===== config.mk =====
export PLATFORM = sky130hd
export DESIGN_NAME = ebaz_led_ctl_flat
export DESIGN_NICKNAME = d
export VERILOG_FILES = /design/src/rtl/ebaz_led_pkg.sv /design/src/rtl/ebaz_led_if.sv /design/src/rtl/ebaz_led_chan.sv /design/src/rtl/ebaz_led_ctl.sv /design/src/flat_wrapper.sv
export SDC_FILE = /design/constraint.sdc
export NUM_CORES = 1
export LEC_CHECK = 0
export CORE_ASPECT_RATIO = 0.9
export CORE_MARGIN = 2
export CORE_UTILIZATION = 59
export DETAILED_ROUTE_END_ITERATION = 7
export PLACE_DENSITY = 0.89
export REMOVE_ABC_BUFFERS = 1
export SLEW_MARGIN = 15
export SYNTH_ARGS = -nofsm -noshare
export SYNTH_HDL_FRONTEND = slang
export SYNTH_HIERARCHICAL = 1
export SYNTH_SLANG_ARGS = --single-unit

===== constraint.sdc =====
create_clock -name fclk -period 2.7 [get_ports fclk]
set_input_delay 0.54 -clock fclk [delete_from_list [all_inputs] [get_ports fclk]]
set_output_delay 0.54 -clock fclk [all_outputs]
set_load 0.02 [all_outputs]

===== src/rtl/ebaz_led_pkg.sv =====
// Shared definitions for the EBAZ status-LED controller: LED modes, command
// byte field positions, and the blink half-period helper.
package ebaz_led_pkg;

  typedef enum logic [1:0] {
    MODE_OFF   = 2'b00,
    MODE_ON    = 2'b01,
    MODE_BLINK = 2'b10,
    MODE_ACT   = 2'b11
  } mode_e;

  localparam int unsigned CMD_W        = 8;
  localparam int unsigned CMD_SEL_BIT  = 7;
  localparam int unsigned CMD_MODE_HI  = 6;
  localparam int unsigned CMD_MODE_LO  = 5;
  localparam int unsigned CMD_PARAM_HI = 4;
  localparam int unsigned CMD_PARAM_LO = 0;
  localparam int unsigned PARAM_W      = 5;
  localparam int unsigned PWM_W        = 5;

  // Ticks per blink half-period per unit of param; 16 * 31 = 496 fits 9 bits.
  localparam int unsigned BLINK_UNIT   = 16;
  localparam int unsigned BLINK_W      = 9;

  // Half-period in ticks; param 0 behaves like param 1.
  function automatic logic [BLINK_W-1:0] blink_half(input logic [PARAM_W-1:0] p);
    logic [PARAM_W-1:0] q;
    q = (p == '0) ? PARAM_W'(1) : p;
    return BLINK_W'(q) * BLINK_W'(BLINK_UNIT);
  endfunction

endpackage


===== src/rtl/ebaz_led_if.sv =====
// Command byte handshake between the PS7 EMIO GPIO side (master) and the
// LED controller (slave).
interface ebaz_led_if;
  import ebaz_led_pkg::*;

  logic [CMD_W-1:0] cmd_data;
  logic             cmd_valid;
  logic             cmd_ready;

  modport master (output cmd_data, output cmd_valid, input cmd_ready);
  modport slave  (input cmd_data, input cmd_valid, output cmd_ready);
endinterface


===== src/rtl/ebaz_led_chan.sv =====
// One LED channel: mode/param registers, blink counter and phase, optional
// PWM gating (LED_PWM_EN), and the registered LED level.
module ebaz_led_chan
  import ebaz_led_pkg::*;
(
  input  logic               fclk,
  input  logic               rst,
  input  logic               load,
  input  mode_e              mode_in,
  input  logic [PARAM_W-1:0] param_in,
  input  logic               tick,
  input  logic               stretch_active,
`ifdef LED_PWM_EN
  input  logic [PWM_W-1:0]   pwm_cnt,
`endif
  output logic               level
);

  mode_e              mode;
  logic [PARAM_W-1:0] param;
  logic [BLINK_W-1:0] blink_cnt;
  logic               phase;
  logic               blink_wrap;
  logic               phase_nxt;
  logic               lit_gate;
  logic               level_nxt;

`ifdef LED_PWM_EN
  // Duty gate shared by all lit states; param 0 means always lit.
  always_comb lit_gate = (param == '0) || (pwm_cnt < param);
`else
  // No PWM: lit states are solid.
  always_comb lit_gate = 1'b1;
`endif

  // The output register samples the post-toggle phase so the pin moves one
  // cycle after the counting tick rather than two.
  always_comb begin
    blink_wrap = tick && (mode == MODE_BLINK) &&
                 (blink_cnt == blink_half(param) - BLINK_W'(1));
    phase_nxt  = blink_wrap ? ~phase : phase;
    level_nxt  = 1'b0;
    case (mode)
      MODE_OFF:   level_nxt = 1'b0;
      MODE_ON:    level_nxt = lit_gate;
      MODE_BLINK: level_nxt = phase_nxt && lit_gate;
      MODE_ACT:   level_nxt = stretch_active && lit_gate;
      default:    level_nxt = 1'b0;
    endcase
  end

  // Command load restarts the blink lit phase; otherwise count ticks in blink mode.
  always_ff @(posedge fclk) begin
    if (rst) begin
      mode      <= MODE_OFF;
      param     <= '0;
      blink_cnt <= '0;
      phase     <= 1'b0;
      level     <= 1'b0;
    end else begin
      level <= level_nxt;
      if (load) begin
        mode      <= mode_in;
        param     <= param_in;
        blink_cnt <= '0;
        phase     <= 1'b1;
      end else if (tick && (mode == MODE_BLINK)) begin
        blink_cnt <= blink_wrap ? '0 : blink_cnt + BLINK_W'(1);
        phase     <= phase_nxt;
      end
    end
  end

endmodule


===== src/rtl/ebaz_led_ctl.sv =====
// EBAZ status-LED controller top: tick generator, shared activity pulse
// stretcher, command handshake, two LED channels and pin polarity.
// Optional macro LED_PWM_EN adds a 5-bit free-running PWM counter.
module ebaz_led_ctl
  import ebaz_led_pkg::*;
#(
  parameter int unsigned TICK_DIV      = 50000,
  parameter int unsigned STRETCH_TICKS = 50,
  parameter bit          ACTIVE_LOW    = 1'b0
) (
  input  logic             fclk,
  input  logic             rst,
  ebaz_led_if.slave        cmd,
  input  logic             act_in,
  output logic             led_red,
  output logic             led_green
);

  localparam int unsigned TICK_W = $clog2(TICK_DIV);
  localparam int unsigned STR_W  = $clog2(STRETCH_TICKS + 1);

  logic [TICK_W-1:0] tick_cnt;
  logic              tick;
  logic [STR_W-1:0]  stretch_cnt;
  logic              stretch_active;
  logic              apply_q;
  logic              accept;
  logic              load_red;
  logic              load_green;
  mode_e             cmd_mode;
  logic [PARAM_W-1:0] cmd_param;
  logic              red_level;
  logic              green_level;

  // Ready is combinational on rst so the first accept can land in the very
  // first cycle after reset release; apply_q blocks the cycle after an accept.
  always_comb begin
    cmd.cmd_ready = !rst && !apply_q;
    accept        = cmd.cmd_valid && cmd.cmd_ready;
    load_red      = accept && !cmd.cmd_data[CMD_SEL_BIT];
    load_green    = accept &&  cmd.cmd_data[CMD_SEL_BIT];
    cmd_mode      = mode_e'(cmd.cmd_data[CMD_MODE_HI:CMD_MODE_LO]);
    cmd_param     = cmd.cmd_data[CMD_PARAM_HI:CMD_PARAM_LO];
    tick          = (tick_cnt == TICK_W'(TICK_DIV - 1));
    stretch_active = (stretch_cnt != '0);
  end

  // Apply cycle flag: one dead cycle after each accepted command.
  always_ff @(posedge fclk) begin
    if (rst) apply_q <= 1'b0;
    else     apply_q <= accept;
  end

  // Base tick divider, wraps at TICK_DIV-1.
  always_ff @(posedge fclk) begin
    if (rst)       tick_cnt <= '0;
    else if (tick) tick_cnt <= '0;
    else           tick_cnt <= tick_cnt + TICK_W'(1);
  end

  // Activity stretcher: a pulse reloads, and takes priority over the expiring tick.
  always_ff @(posedge fclk) begin
    if (rst)
      stretch_cnt <= '0;
    else if (act_in)
      stretch_cnt <= STR_W'(STRETCH_TICKS);
    else if (tick && stretch_active)
      stretch_cnt <= stretch_cnt - STR_W'(1);
  end

`ifdef LED_PWM_EN
  logic [PWM_W-1:0] pwm_cnt;

  // Free-running PWM phase shared by both channels.
  always_ff @(posedge fclk) begin
    if (rst) pwm_cnt <= '0;
    else     pwm_cnt <= pwm_cnt + PWM_W'(1);
  end
`endif

  ebaz_led_chan u_red (
    .fclk           (fclk),
    .rst            (rst),
    .load           (load_red),
    .mode_in        (cmd_mode),
    .param_in       (cmd_param),
    .tick           (tick),
    .stretch_active (stretch_active),
`ifdef LED_PWM_EN
    .pwm_cnt        (pwm_cnt),
`endif
    .level          (red_level)
  );

  ebaz_led_chan u_green (
    .fclk           (fclk),
    .rst            (rst),
    .load           (load_green),
    .mode_in        (cmd_mode),
    .param_in       (cmd_param),
    .tick           (tick),
    .stretch_active (stretch_active),
`ifdef LED_PWM_EN
    .pwm_cnt        (pwm_cnt),
`endif
    .level          (green_level)
  );

  // Pin polarity applied after the registered channel levels.
  always_comb begin
    led_red   = red_level   ^ ACTIVE_LOW;
    led_green = green_level ^ ACTIVE_LOW;
  end

endmodule


===== src/flat_wrapper.sv =====
// flat-port wrapper written by rule: the top's interface ports become plain ports
module ebaz_led_ctl_flat import ebaz_led_pkg::*;
#(
  parameter int unsigned TICK_DIV      = 50000,
  parameter int unsigned STRETCH_TICKS = 50,
  parameter bit          ACTIVE_LOW    = 1'b0
)
  (fclk, rst, act_in, led_red, led_green, cmd_cmd_data, cmd_cmd_valid, cmd_cmd_ready);
  ebaz_led_if cmd_i ();
  input  logic fclk;
  input  logic rst;
  input  logic act_in;
  output logic led_red;
  output logic led_green;
  input wire logic [$bits(cmd_i.cmd_data)-1:0] cmd_cmd_data;
  input wire logic [$bits(cmd_i.cmd_valid)-1:0] cmd_cmd_valid;
  output wire logic [$bits(cmd_i.cmd_ready)-1:0] cmd_cmd_ready;
  assign cmd_i.cmd_data = cmd_cmd_data;
  assign cmd_i.cmd_valid = cmd_cmd_valid;
  assign cmd_cmd_ready = cmd_i.cmd_ready;
  ebaz_led_ctl #(.TICK_DIV(TICK_DIV), .STRETCH_TICKS(STRETCH_TICKS), .ACTIVE_LOW(ACTIVE_LOW)) u_core (.fclk(fclk), .rst(rst), .cmd(cmd_i), .act_in(act_in), .led_red(led_red), .led_green(led_green));
endmodule

# Yosys cells after proc, flatten, opt, wreduce, memory -nomap -nowiden
# Cells that the tools add are included.
[op_classes]
eq_ne = 9
bitwise = 2
reduce_logical = 24
n_mux = 14
n_addsub = 6
[op_table]
columns = ["cell", "count"]
rows = [
  ["adder 9 x 1 -> 9 bit (second input constant)", 2],
  ["equality test 9 bit", 2],
  ["two-way mux 9 bit", 2],
  ["subtractor 9 x 1 -> 9 bit (second input constant)", 2],
  ["adder 16 x 1 -> 16 bit (second input constant)", 1],
  ["equality test 16 bit (second input constant)", 1],
  ["two-way mux 6 bit", 2],
  ["zero test 5 bit", 2],
  ["two-way mux 5 bit", 2],
  ["logical AND 1 bit", 9],
  ["equality test 2 bit (second input constant)", 4],
  ["case mux 1 bit (4 select lines)", 2],
  ["OR reduction 2 bit", 4],
  ["two-way mux 1 bit", 6],
  ["nonzero test 2 bit", 3],
  ["nonzero test 6 bit", 1],
  ["subtractor 6 x 1 -> 6 bit (second input constant)", 1],
  ["equality test 2 x 1 -> 1 bit (second input constant)", 2],
  ["zero test 2 bit", 2],
  ["zero test 1 bit", 3],
  ["NOT 1 bit", 2],
]
[word_totals]
wordCells = 69
output_inout_bits = 3
regBits = 59
inputBits = 12

# Depth between registers and ports, before layout
[depth]
word_depth = 8
ltp_mapped = 11
depth_no_buf = 10

# By module
# Netlist, hierarchy kept.
[modules_own_cells]
columns = ["module", "instances", "area_per_inst_um2", "cells_per_inst"]
rows = [
  ["ebaz_led_chan", 2, 892.1, 99],
  ["ebaz_led_ctl", 1, 1117.3, 130],
]

# Worst setup path before layout
# Ideal clock, no wire load.
[synth_timing]
path_kind = "register -> register"
start = "register u_core.tick_cnt[0]"
end = "register u_core.u_green.blink_cnt[2]"
t_required_ns = 2.585
synth_period_minus_slack_ns = 2.416
n_path_buf = 1
setup_time_ns = 0.115
stages_incl_launch_ff = 12
path_slack_ns = 0.284
arrival_ns = 2.302
path_cell_list = "dfxtp_1 > ha_1 > and3_1 > nand4_1 > inv_1 > nand3b_1 > nor2_1 > nand4_1 > a2111oi_4 > or3_1 > buf_2 > nor2_1"
[synth_between]
elab_chain_cells = 4
[synth_lines]
columns = ["element", "line", "text"]
rows = [
  ["start: declaration", "ebaz_led_ctl.sv:22", "logic [TICK_W-1:0] tick_cnt;"],
  ["start signal: assignment", "ebaz_led_ctl.sv:58", "else tick_cnt <= tick_cnt + TICK_W'(1);"],
  ["equality test 16 bit (*)", "ebaz_led_ctl.sv:44", "tick = (tick_cnt == TICK_W'(TICK_DIV - 1));"],
  ["via u_core.tick", "ebaz_led_ctl.sv:23", "logic tick;"],
  ["logical AND 1 bit (*)", "ebaz_led_chan.sv:39, ebaz_led_chan.sv:67", ""],
  ["logical AND 1 bit", "ebaz_led_chan.sv:39", "blink_wrap = tick && (mode == MODE_BLINK) &&"],
  ["two-way mux 9 bit", "ebaz_led_chan.sv:68", "blink_cnt <= blink_wrap ? '0 : blink_cnt + BLINK_W'(1);"],
  ["end signal: assignment", "ebaz_led_chan.sv:68", ""],
  ["end: declaration", "ebaz_led_chan.sv:21", "logic [BLINK_W-1:0] blink_cnt;"],
]
# Mark *: on every way through the listed nets, which the timed path passes. The rest lies on a longest branch.
# A chain may end at the register's enable or synchronous reset.

# Final worst setup path
[layout_timing]
start = "register u_core.u_red.param[2]"
end = "register u_core.u_red.blink_cnt[6]"
[layout_between]
elab_chain_cells = 6
[layout_lines]
columns = ["element", "line", "text"]
rows = [
  ["start: declaration", "ebaz_led_chan.sv:20", "logic [PARAM_W-1:0] param;"],
  ["start signal: assignment", "ebaz_led_chan.sv:64", "param <= param_in;"],
  ["zero test 5 bit", "ebaz_led_pkg.sv:28", "q = (p == '0) ? PARAM_W'(1) : p;"],
  ["two-way mux 5 bit (*)", "ebaz_led_pkg.sv:28", ""],
  ["subtractor 9 x 1 -> 9 bit (*)", "ebaz_led_chan.sv:40", "(blink_cnt == blink_half(param) - BLINK_W'(1));"],
  ["equality test 9 bit (*)", "ebaz_led_chan.sv:40", ""],
  ["logical AND 1 bit (*)", "ebaz_led_chan.sv:39", ""],
  ["two-way mux 9 bit (*)", "ebaz_led_chan.sv:68", ""],
  ["end signal: assignment", "ebaz_led_chan.sv:68", ""],
  ["end: declaration", "ebaz_led_chan.sv:21", ""],
]
# Every way passes the cells marked *; elsewhere a longest branch is shown, timed or not.

==> results.tsv <==
stage	metric	value	unit
worst_setup_path	Critical Path Sink	u_core/u_red/blink_cnt[6]$_SDFFE_PP0P_	
final_layout	Layout Area Growth over Synthesis	14.2	%
routing	wire length per cell	13.7	um
yosys	Synth Flop Type	dfxtp_1	
hold_path	worst hold path class	register to register	
final_layout	design area	3310	um2
outcome	outcome	completed	
sta	RSZ-0062 raised after global routing	false	
power	maximum VDD drop	0.000417	V
die	# rows	24	
final_layout	most common cell after layout, fill and taps aside	dfxtp_1	
clocking	Inserted Clock Buffers	9	
yosys	cells after synthesis	328	
worst_setup_path	worst r2r src	u_core/u_red/param[2]$_SDFFE_PP0P_	
final_layout	number of diodes	0	
worst_setup_path	worst-path maximum fanout	7	
worst_setup_path	critical path launch point type	register	
power	PD cells	516	nW/um2
die	core footprint	4800	um2
clocking	CTS tree	done	
clocking	# hold bufs at CTS	0	
clocking	Reg clk slew, reported paths	0.07	ns
die	Die Y	70.5	um
sta	Post-Route Setup TNS	0	ns
power	Internal	0.00128	W
sta	Highest Clock Rate	0.409	GHz
power	switch share	25.4	%
yosys	Async SR Flop Fraction	0	%
placement	GPL Wtd Cong	0.817	
yosys	Yosys warnings	6	
yosys	syn avg cell area	8.85	um2
clocking	Root Buffer	clkbuf_8	
grt	antenna violations before repair	0	
clocking	clk buf depth	2	
grt	largest net degree at the start of global routing	33	
yosys	Synth Cell Area	2900	um2
routing	post-route DRC violation count	0	
sta	min cycle time layout	2.45	ns
routing	via count	2377	
worst_setup_path	critical path class	register to register	
die	die width	77.9	um
final_layout	Nets	371	
sta	final hold vios	0	
sta	Max-slew headroom	46.2	%
placement	post-DP HPWL	4150	um
clocking	Clock Latency Late Sink	0.34	ns
yosys	#FFs+latches synth	59	
clocking	CTS sink count	59	
power	part of the power in combinational logic	8.2	%
sta	Tightest Pin Transition	0.805	ns
routing	first-pass detailed-route iteration total	4	
final_layout	share of cells above drive strength 1	10.1	%
routing	Vias/cell	5.62	
worst_setup_path	crit path DAT	2.68	ns
sta	final setup fails	0	
power	clock power share	38.8	%
final_layout	utilization after layout	69.0	%
worst_setup_path	RR Endpoint	u_core/u_red/blink_cnt[6]$_SDFFE_PP0P_	
sta	Final Skew	0.00911	ns
worst_setup_path	Critical Path End Type	register	
worst_setup_path	Worst R2R Setup Slack	0.25	ns
die	Initial Util	60.4	%
grt	Overflow after GRT	0	
power	Reg power frac	52.9	%
routing	Post-Route WL	5780	um
grt	Global Route Usage Sum	22.2	%
power	P_leak	1.15	nW
flow_run	max_cap viols	0	
sta	fin crit share	90.6	%
routing	number of DRC markers in iteration 0	126	
grt	vias in the first global route	2240	
final_layout	# fillers	376	
worst_setup_path	CP Data Required Time	2.93	ns
grt	first-pass GRT wire length	9720	um
yosys	Cell variety after synth	44	
yosys	sequential area share after synthesis	40.7	%
routing	antenna viol nets, final	0	
die	die area	5500	um2
yosys	Post-synth EDFFs	0	
power	Net Switching	0.000434	W
worst_setup_path	Critical Path Start	u_core/u_red/param[2]$_SDFFE_PP0P_	
clocking	CTS HTree Levels	3	
die	Top Ports	15	
placement	PortBufs	14	
worst_setup_path	reg2reg path depth	9	
placement	Placement Cell Area	3150	um2
final_layout	most frequent cells in the layout	59 x dfxtp_1, 57 x nor2_1, 21 x xnor2_1	
sta	Pins Over Slew Limit	0	
-- kinds of logic after synthesis --
group	count (synthesis)	share of synthesized area [%]
adder cells (fa/ha/maj)	6	2.59
XOR/XNOR	36	10.9
AND/OR/NAND/NOR	152	28.2
flip-flops	59	40.7
AO/OA/AOI/OAI	33	8.67
buffers and inverters	26	3.49
multiplexers	16	5.52
-- synthesized netlist by cell type, types with 7 or more instances --
master,instances,area [um2]
dfxtp_1,59,1180
nor2_1,57,214
xnor2_1,21,184
inv_1,18,67.6
nand3_1,18,90.1
mux2i_1,16,160
xor2_1,15,131
nand2_1,12,45.0
or3_1,9,56.3
a21oi_1,8,40.0
nand4_1,7,43.8
o21ai_0,7,35.0
-- state kept, by name, indices dropped and copies added (netlist names) --
| name | cells |
|---|---|
| u_core/u_green/mode | 2 |
| u_core/u_red/level | 1 |
| u_core/stretch_cnt | 6 |
| u_core/u_red/phase | 1 |
| u_core/u_green/phase | 1 |
| u_core/u_green/blink_cnt | 9 |
| u_core/u_red/blink_cnt | 9 |
| u_core/tick_cnt | 16 |
| u_core/u_green/level | 1 |
| u_core/u_red/param | 5 |
| u_core/u_green/param | 5 |
| u_core/apply_q | 1 |
| u_core/u_red/mode | 2 |
-- per-stage QoR --
step / power, W / std cells / setup slack [ns] / hold slack (ns)
2_1_floorplan: 0.00101 / 320 / 0.305 / 0.437
3_3_place_gp: 0.00105 / 407 / 0.344 / 0.452
3_5_place_dp: 0.00106 / 407 / 0.246 / 0.463
4_1_cts: 0.00173 / 423 / 0.222 / 0.477
5_1_grt: 0.00179 / 423 / 0.0245 / 0.503
6_report: 0.00171 / 423 / 0.253 / 0.474
-- routing by layer --
layer / vias up / share of wire [%] / track usage [%]
met5: - / 0 / 0
met4: 0 / 1.1 / 8.58
met1: 1127 / 45 / 26.3
li1: 1190 / - / -
met2: 55 / 49 / 37.2
met3: 5 / 4.9 / 8.04
-- power by group through the flow --
stage	combinational (W)	clock (W)	sequential (W)
after CTS	0.000140	0.000684	0.000905
after detailed placement	0.000139	0	0.000924
after global placement	0.000132	0	0.000923
after global routing	0.000156	0.000727	0.000906
final	0.000141	0.000664	0.000905
after floorplan	0.0000881	0	0.000920
-- worst min-delay path by stage --
stage / start / endpoint / slack [ns] / cells after the start
floorplan: u_core/tick_cnt[0]$_SDFF_PP0_ / u_core/tick_cnt[0]$_SDFF_PP0_ / 0.44 / 1
global placement: u_core/tick_cnt[0]$_SDFF_PP0_ / u_core/tick_cnt[0]$_SDFF_PP0_ / 0.45 / 1
detailed placement: u_core/tick_cnt[0]$_SDFF_PP0_ / u_core/tick_cnt[0]$_SDFF_PP0_ / 0.46 / 1
CTS: u_core/tick_cnt[0]$_SDFF_PP0_ / u_core/tick_cnt[0]$_SDFF_PP0_ / 0.48 / 1
global route: u_core/u_green/blink_cnt[1]$_SDFFE_PP0P_ / u_core/u_green/blink_cnt[1]$_SDFFE_PP0P_ / 0.50 / 2
finish: u_core/tick_cnt[0]$_SDFF_PP0_ / u_core/tick_cnt[0]$_SDFF_PP0_ / 0.47 / 1
-- worst max-delay path, cell delays in order (launching register included) --
cell       delay, ns
dfxtp_1         0.38
nor4_1          0.28
nor2_1          0.11
ha_1            0.26
nand2b_1        0.16
o211ai_1        0.11
o211ai_1        0.17
a2111oi_4       0.49
or3_1           0.30
nor2_1          0.08
-- what timing repair did --
| action | CTS | global route |
|---|---|---|
| setup buffers | 0 | 0 |
| setup endpoints to repair | 0 | 7 |
| gates resized for setup | 0 | 1 |
-- layout make-up --
| type | instances | area (um2) | share of cell area (%) |
|---|---|---|---|
| clock buffer | 10 | 128 | 3.85 |
| multi-input combinational | 243 | 1620 | 49.0 |
| sequential | 59 | 1180 | 35.6 |
| tap | 65 | 81.3 | 2.45 |
| inverter | 18 | 67.6 | 2.04 |
| timing repair buffer | 22 | 200 | 6.04 |
| clock inverter | 6 | 32.5 | 0.982 |
No activity file was read; power rests on OpenSTA's default activity.
